**src/rtl/pc_unit_ras.sv**
```systemverilog
// Program counter with a circular return-address stack.
// Priority per cycle: stall > branch > ret > call > sequential; all outputs are registered.
module pc_unit_ras #(
    parameter int unsigned       ADDR_W       = 16,
    parameter int unsigned       INSTR_BYTES  = 2,
    parameter int unsigned       RAS_DEPTH    = 4,
    parameter logic [ADDR_W-1:0] RESET_VECTOR = 16'h1040
) (
    input  logic                         inp_clk,
    input  logic                         inp_rst,
    input  logic                         inp_stall,
    input  logic                         inp_branch,
    input  logic                         inp_call,
    input  logic                         inp_ret,
    input  logic [ADDR_W-1:0]            inp_target,
    output logic [ADDR_W-1:0]            out_address,
    output logic [$clog2(RAS_DEPTH):0]   out_ras_count,
    output logic                         out_ras_overflow,
    output logic                         out_ras_underflow
);

    localparam int unsigned PTR_W = $clog2(RAS_DEPTH);
    localparam int unsigned CNT_W = PTR_W + 1;

    logic [ADDR_W-1:0] pc_q, pc_d;
    logic [ADDR_W-1:0] seq_addr;
    logic [ADDR_W-1:0] stack_q [RAS_DEPTH];
    logic [PTR_W-1:0]  ptr_q, ptr_d, ptr_m1;
    logic [CNT_W-1:0]  cnt_q, cnt_d;
    logic              ovf_q, ovf_d;
    logic              unf_q, unf_d;
    logic              push_en;

    assign seq_addr = pc_q + ADDR_W'(INSTR_BYTES);
    assign ptr_m1   = ptr_q - PTR_W'(1);

    always_comb begin
        pc_d    = pc_q;
        ptr_d   = ptr_q;
        cnt_d   = cnt_q;
        ovf_d   = ovf_q;
        unf_d   = unf_q;
        push_en = 1'b0;
        if (inp_stall) begin
            pc_d = pc_q;
        end else if (inp_branch) begin
            pc_d = inp_target;
        end else if (inp_ret) begin
            if (cnt_q != '0) begin
                pc_d  = stack_q[ptr_m1];
                ptr_d = ptr_m1;
                cnt_d = cnt_q - CNT_W'(1);
            end else begin
                pc_d  = seq_addr;
                unf_d = 1'b1;
            end
        end else if (inp_call) begin
            // ptr_q is the next write slot; on a full stack it already points at the oldest entry
            push_en = 1'b1;
            pc_d    = inp_target;
            ptr_d   = ptr_q + PTR_W'(1);
            if (cnt_q == CNT_W'(RAS_DEPTH)) begin
                ovf_d = 1'b1;
            end else begin
                cnt_d = cnt_q + CNT_W'(1);
            end
        end else begin
            pc_d = seq_addr;
        end
    end

    always_ff @(posedge inp_clk) begin
        if (inp_rst) begin
            pc_q  <= RESET_VECTOR;
            ptr_q <= '0;
            cnt_q <= '0;
            ovf_q <= 1'b0;
            unf_q <= 1'b0;
        end else begin
            pc_q  <= pc_d;
            ptr_q <= ptr_d;
            cnt_q <= cnt_d;
            ovf_q <= ovf_d;
            unf_q <= unf_d;
        end
    end

    // Entries are never observed before being pushed, so the storage needs no reset
    always_ff @(posedge inp_clk) begin
        if (push_en && !inp_rst) begin
            stack_q[ptr_q] <= seq_addr;
        end
    end

    assign out_address       = pc_q;
    assign out_ras_count     = cnt_q;
    assign out_ras_overflow  = ovf_q;
    assign out_ras_underflow = unf_q;

endmodule

```
**config.mk**
```make
export PLATFORM = sky130hd
export DESIGN_NAME = pc_unit_ras
export DESIGN_NICKNAME = d
export VERILOG_FILES = /design/src/rtl/pc_unit_ras.sv
export SDC_FILE = /design/constraint.sdc
export NUM_CORES = 1
export LEC_CHECK = 0
export CORE_MARGIN = 2
export CORE_UTILIZATION = 40
export DETAILED_ROUTE_END_ITERATION = 10
export PLACE_DENSITY_LB_ADDON = 0.1
export SYNTH_ARGS = -nofsm -noshare
export SYNTH_HDL_FRONTEND = slang
export SYNTH_SLANG_ARGS = --single-unit
```
**constraint.sdc**
```tcl
create_clock -name inp_clk -period 2.7 [get_ports inp_clk]
set_input_delay 0.27 -clock inp_clk [delete_from_list [all_inputs] [get_ports inp_clk]]
set_output_delay 0.27 -clock inp_clk [all_outputs]
set_load 0.05 [all_outputs]
```
-- Yosys cells after proc, flatten, opt, wreduce, memory -nomap -nowiden
Memory sizes are Yosys's and may differ from the RTL's.
Index checks and enable logic that the tools add are counted.
- logic and storage cells: 43
- memories: 1
- bits of input ports: 22
- output and inout port bits: 21
- register bits after elaboration: 23
- RAM bits: 64
- multiplexer cells: 17
- bitwise logic cells: 4
- $add $sub $neg: 5
- reduce and logical (&&, ||, !) cells: 8
- eq/ne operators: 3
- memories (memory ; depth ; width ; read ports ; clocked after Yosys merged registers in ; write ports ; line ; source):
    stack_q ; 4 ; 16 ; 1 ; 0 ; 1 ; 27 ; logic [ADDR_W-1:0] stack_q [RAS_DEPTH];
- operators with widths (kind ; number):
    $mux 16 ; 4
    $add 16x2->16 const B ; 1
    $mux 3 ; 4
    $reduce_and 5->1 ; 2
    $reduce_and 4->1 ; 2
    $mux 1 ; 6
    $mux 2 ; 3
    $not 1->1 ; 4
    $add 3x1->3 const B ; 1
    $eq 3x3->1 const B ; 1
    $reduce_bool 3->1 ; 1
    $sub 3x1->3 const B ; 1
    $add 2x1->2 const B ; 1
    $ne 2x1->1 const B ; 1
    $ne 2x2->1 const B ; 1
    $reduce_bool 2->1 ; 1
    $sub 2x1->2 const B ; 1
    $logic_and 1x1->1 ; 1
    $logic_not 1->1 ; 1

-- Longest topological paths before layout
- depth after elaboration: 7
- gate-level depth with buffers: 10
- mapped depth without buffers: 6

-- Worst setup path before layout
OpenSTA, ideal clock, no wires.
- kind: reg-to-reg
- from: register ptr_q[0]
- to: register pc_q[5] (netlist: out_address[5])
- data required time: 2564 ps
- path buffers: 4
- arrival: 2364 ps
- setup slack: 199 ps
- cell stages (with the launch flop): 10
- setup time: 136 ps
- period minus slack after synthesis: 2501 ps
- cells stage by stage: dfxtp_1 -> buf_6 -> buf_2 -> inv_1 -> ha_1 -> buf_2 -> clkbuf_1 -> mux4_2 -> a221oi_1 -> a221oi_2
- longest elaborated chain between the ends: 5
- RTL lines (item ; line ; source):
    start, declared ; 28 ; logic [PTR_W-1:0] ptr_q, ptr_d, ptr_m1;
    start signal, assigned ; 81 ; ptr_q <= ptr_d;
    $sub 2x1->2 ; 35 ; assign ptr_m1 = ptr_q - PTR_W'(1);
    $mem_v2 4x16 ; -- ;
    $mux 16 ; 49 ; if (cnt_q != '0) begin
    $mux 16 ; 48 ; end else if (inp_ret) begin
    $mux 16 ; 46 ; end else if (inp_branch) begin
    end signal, assigned ; 80 ; pc_q <= pc_d;
    end, declared ; 25 ; logic [ADDR_W-1:0] pc_q, pc_d;
No other way between the ends.
A chain may end at the register's enable or synchronous reset.

-- Worst setup path in the final report
- from: register pc_q[3] (netlist: out_address[3])
- to: memory stack_q[2][12] (data pin)
- longest elaborated chain between the ends: 1
- RTL lines (item ; line ; source):
    $add 16x2->16 ; 34 ; assign seq_addr = pc_q + ADDR_W'(INSTR_BYTES);
    via seq_addr[12] ; 26 ; logic [ADDR_W-1:0] seq_addr;
    end, declared ; 27 ;
The timed path passes the listed nets, and every way through them passes these cells.

==> results.toml <==
[placement]
gp_congestion = 0.819
io_buffers = 42
dp_hpwl_um = 7290
placed_area_um2 = 4760

[grt]
met1_usage = 0.256
met3_usage = 0.0476
grt_overflow_total = 0
grt.total_usage = 0.202
busiest_layer = "met2"
antenna_found_initial = 0
grt_pass1_wl_um = 16700
use_met2 = 0.342
grt_max_degree = 19
grt_pass1_vias = 2963

[power_and_ir_drop]
p_int_mw = 2.18
p_per_area_nw_per_um2 = 593
pwr-share-comb = 0.157
leakagePower_nw = 1.66
clkPwrFrac = 0.330
peakVddDrop_v = 0.000258
swShare = 0.259
p_seq_frac = 0.513
p_switching_uw = 762

[run_status]
status = "finished, final reports clean"

[logic_synthesis]
yosysUniqueCellTypes = 58
synth_top_area_frac = 0.467
synth_async_sr_flop_share = 0
yosys.area.top_type = "edfxtp_1"
yosysWarnings = 0
yosysSeqAreaShare = 0.579
synth_area_leaders = "edfxtp_1 47%, dfxtp_1 11%, mux4_2 6.0%"
synth-edff-count = 64
ys_top_cells_by_count = "64 x edfxtp_1, 23 x dfxtp_1, 16 x inv_1"
yosys_most_used_dff = "edfxtp_1"
synth.most_common_cell = "edfxtp_1"
ys_ff_latch = 87
syn-cell-area_um2 = 4110
avgSynthCellArea_um2 = 13.3
synth_fp_nets = 338
syn_inst = 310

[die]
io_pins = 43
dieArea_um2 = 11100
die_w_um = 105
core_um2 = 10100
dieHeight_um = 105
initial_core_util = 0.406
rows = 37

[drt]
wl_um = 10600
vias = 2871
ant_nets = 0
dr.pass1.iters = 5
drt-initial-drc-count = 153
drc = 0
vias_per_cell = 5.69
wire_per_inst_um = 21.0

[setup_path]
cp-startpoint = "out_address[3]$_SDFFE_PP0N_"
critPathRequiredTime_ns = 2.75
worstSetupPathDepth = 3
slowest_stage = "nor4_1"
cpPeakStageDelay_ns = 0.67
crit_end = "stack_q[2][12]$_DFFE_PP_"
cpLargestDelayFamily = "simple AND/OR/NAND/NOR gates"
setup.worst_path.class = "flip-flop to flip-flop"
worstPathCellList = "nand4_1 -> nor4_1 -> xnor2_1"
r2r_start = "out_address[3]$_SDFFE_PP0N_"
crit_buf_inv = 0
r2r_slack_ns = 0.66
cp-start-kind = "flip-flop"
worstRegToRegCells = 3
end_kind = "flip-flop"
critPathArrivalTime_ns = 2.09
cp_max_fo = 8
worstReg2RegEnd = "stack_q[2][12]$_DFFE_PP_"

[cts]
cts_hold_buf = 0
clk_pin_slew_worst_paths_ns = 0.08
htreeDepth = 3
cts_setup_buffers = 0
clockBufferDepth = 2
clock-sinks = 87
tritoncts = "done"
clk_latency_ns = 0.36
root_buffer = "clkbuf_8"
cts.repair.resized = 0
tritoncts.num_buffers = 9

[timing]
hold_violations = 0
hold_slack_ns = 0.477
grt_setup_unrepaired = "no"
period_share = 0.756
drv_slew = 0
finalCriticalPeriod_ns = 2.04
finalSetupViolCount = 0
clock.fmax_mhz = 490
worst_pin_slew_ns = 0.776
setup_tns_ns = 0
fin_skew_ns = 0.0123
max_slew_margin = 0.478

[cells_and_area]
diodes = 0
multiInputGateArea_um2 = 1590
design_area_um2 = 4960
n_fill_cell = 920
area_growth_pct = 20.6
layout.nets = 392
drive_gt1_frac = 0.144
ff_latch_area_um2 = 2380

[min_path]
min-delay-start = "out_ras_overflow$_SDFFE_PP0P_"
worstHoldPathType = "flip-flop to flip-flop"

[job]
drv_cap = 0
routing by layer:
layer	wire length, um	share of wire
met1	4650	0.44
met5	0	0
met3	554	0.052
met2	5200	0.49
met4	204	0.019
how the worst min path moves through the flow:
| stage | cells past startpoint | slack (ns) | end |
|---|---|---|---|
| 6_report | 1 | 0.48 | out_ras_overflow$_SDFFE_PP0P_ |
| 3_3_place_gp | 2 | 0.46 | out_ras_underflow$_SDFFE_PP0P_ |
| 5_1_grt | 1 | 0.48 | out_ras_overflow$_SDFFE_PP0P_ |
| 3_5_place_dp | 1 | 0.46 | out_ras_overflow$_SDFFE_PP0P_ |
| 4_1_cts | 1 | 0.48 | out_ras_overflow$_SDFFE_PP0P_ |
| 2_1_floorplan | 1 | 0.34 | out_address[5]$_SDFFE_PP0N_ |
logic make-up after synthesis:
family,Yosys count,share of synthesized area
DFF,87,0.579
and+or+nand+nor,81,0.108
AOI/OAI and AO/OA,73,0.136
buffers and inverters,33,0.0347
muxes,16,0.0922
xor gates and xnor gates,14,0.0298
adders and majority gates,6,0.0201
metrics by stage:
step | setup WS [ns] | std cells | utilization | total power [mW]
3_5_place_dp | 0.318 | 489 | 0.469 | 2.00
6_report | 0.658 | 505 | 0.489 | 2.94
5_1_grt | 0.554 | 505 | 0.489 | 3.07
4_1_cts | 0.647 | 505 | 0.489 | 2.98
2_1_floorplan | 0.199 | 310 | - | 1.83
3_3_place_gp | 0.325 | 489 | 0.469 | 2.00
layout by cell type, fill, tap and decap left out, types with 4 or more instances in the layout:
cell type and n:
a21oi_1 10, a221oi_1 9, a31oi_1 4, and2_1 4
and3_1 5, buf_4 18, clkbuf_8 9, clkdlybuf4s50_1 42
dfxtp_1 23, edfxtp_1 64, ha_1 5, inv_1 16
mux4_1 5, mux4_2 11, nand2_1 12, nand2b_1 5
nand3_1 10, nand4_1 4, nor2_1 14, nor4_1 8
o211ai_1 4, o21ai_0 10, o31a_1 4, or2_2 7
xnor2_1 10, xor2_1 4
final cells by class:
cell class | count | area share
Sequential cell | 87 | 0.480
Multi-Input combinational cell | 190 | 0.320
Clock inverter | 4 | 0.0141
Clock buffer | 12 | 0.0272
Inverter | 16 | 0.0121
Timing Repair Buffer | 60 | 0.112
Tap cell | 136 | 0.0343
power groups by stage:
stage,sequential (mW),combinational [mW],clock [mW]
floorplan,1.60,0.227,0
global placement,1.54,0.459,0
detailed placement,1.54,0.462,0
CTS,1.51,0.465,1.00
global route,1.52,0.496,1.06
finish,1.51,0.462,0.970
flip-flops by register name, indices dropped and copies added, names as in the netlist:
| signal | cells |
|---|---|
| out_ras_underflow | 1 |
| out_ras_overflow | 1 |
| stack_q | 64 |
| ptr_q | 2 |
| out_address | 16 |
| out_ras_count | 3 |
Power figures use the tool's default switching activity.
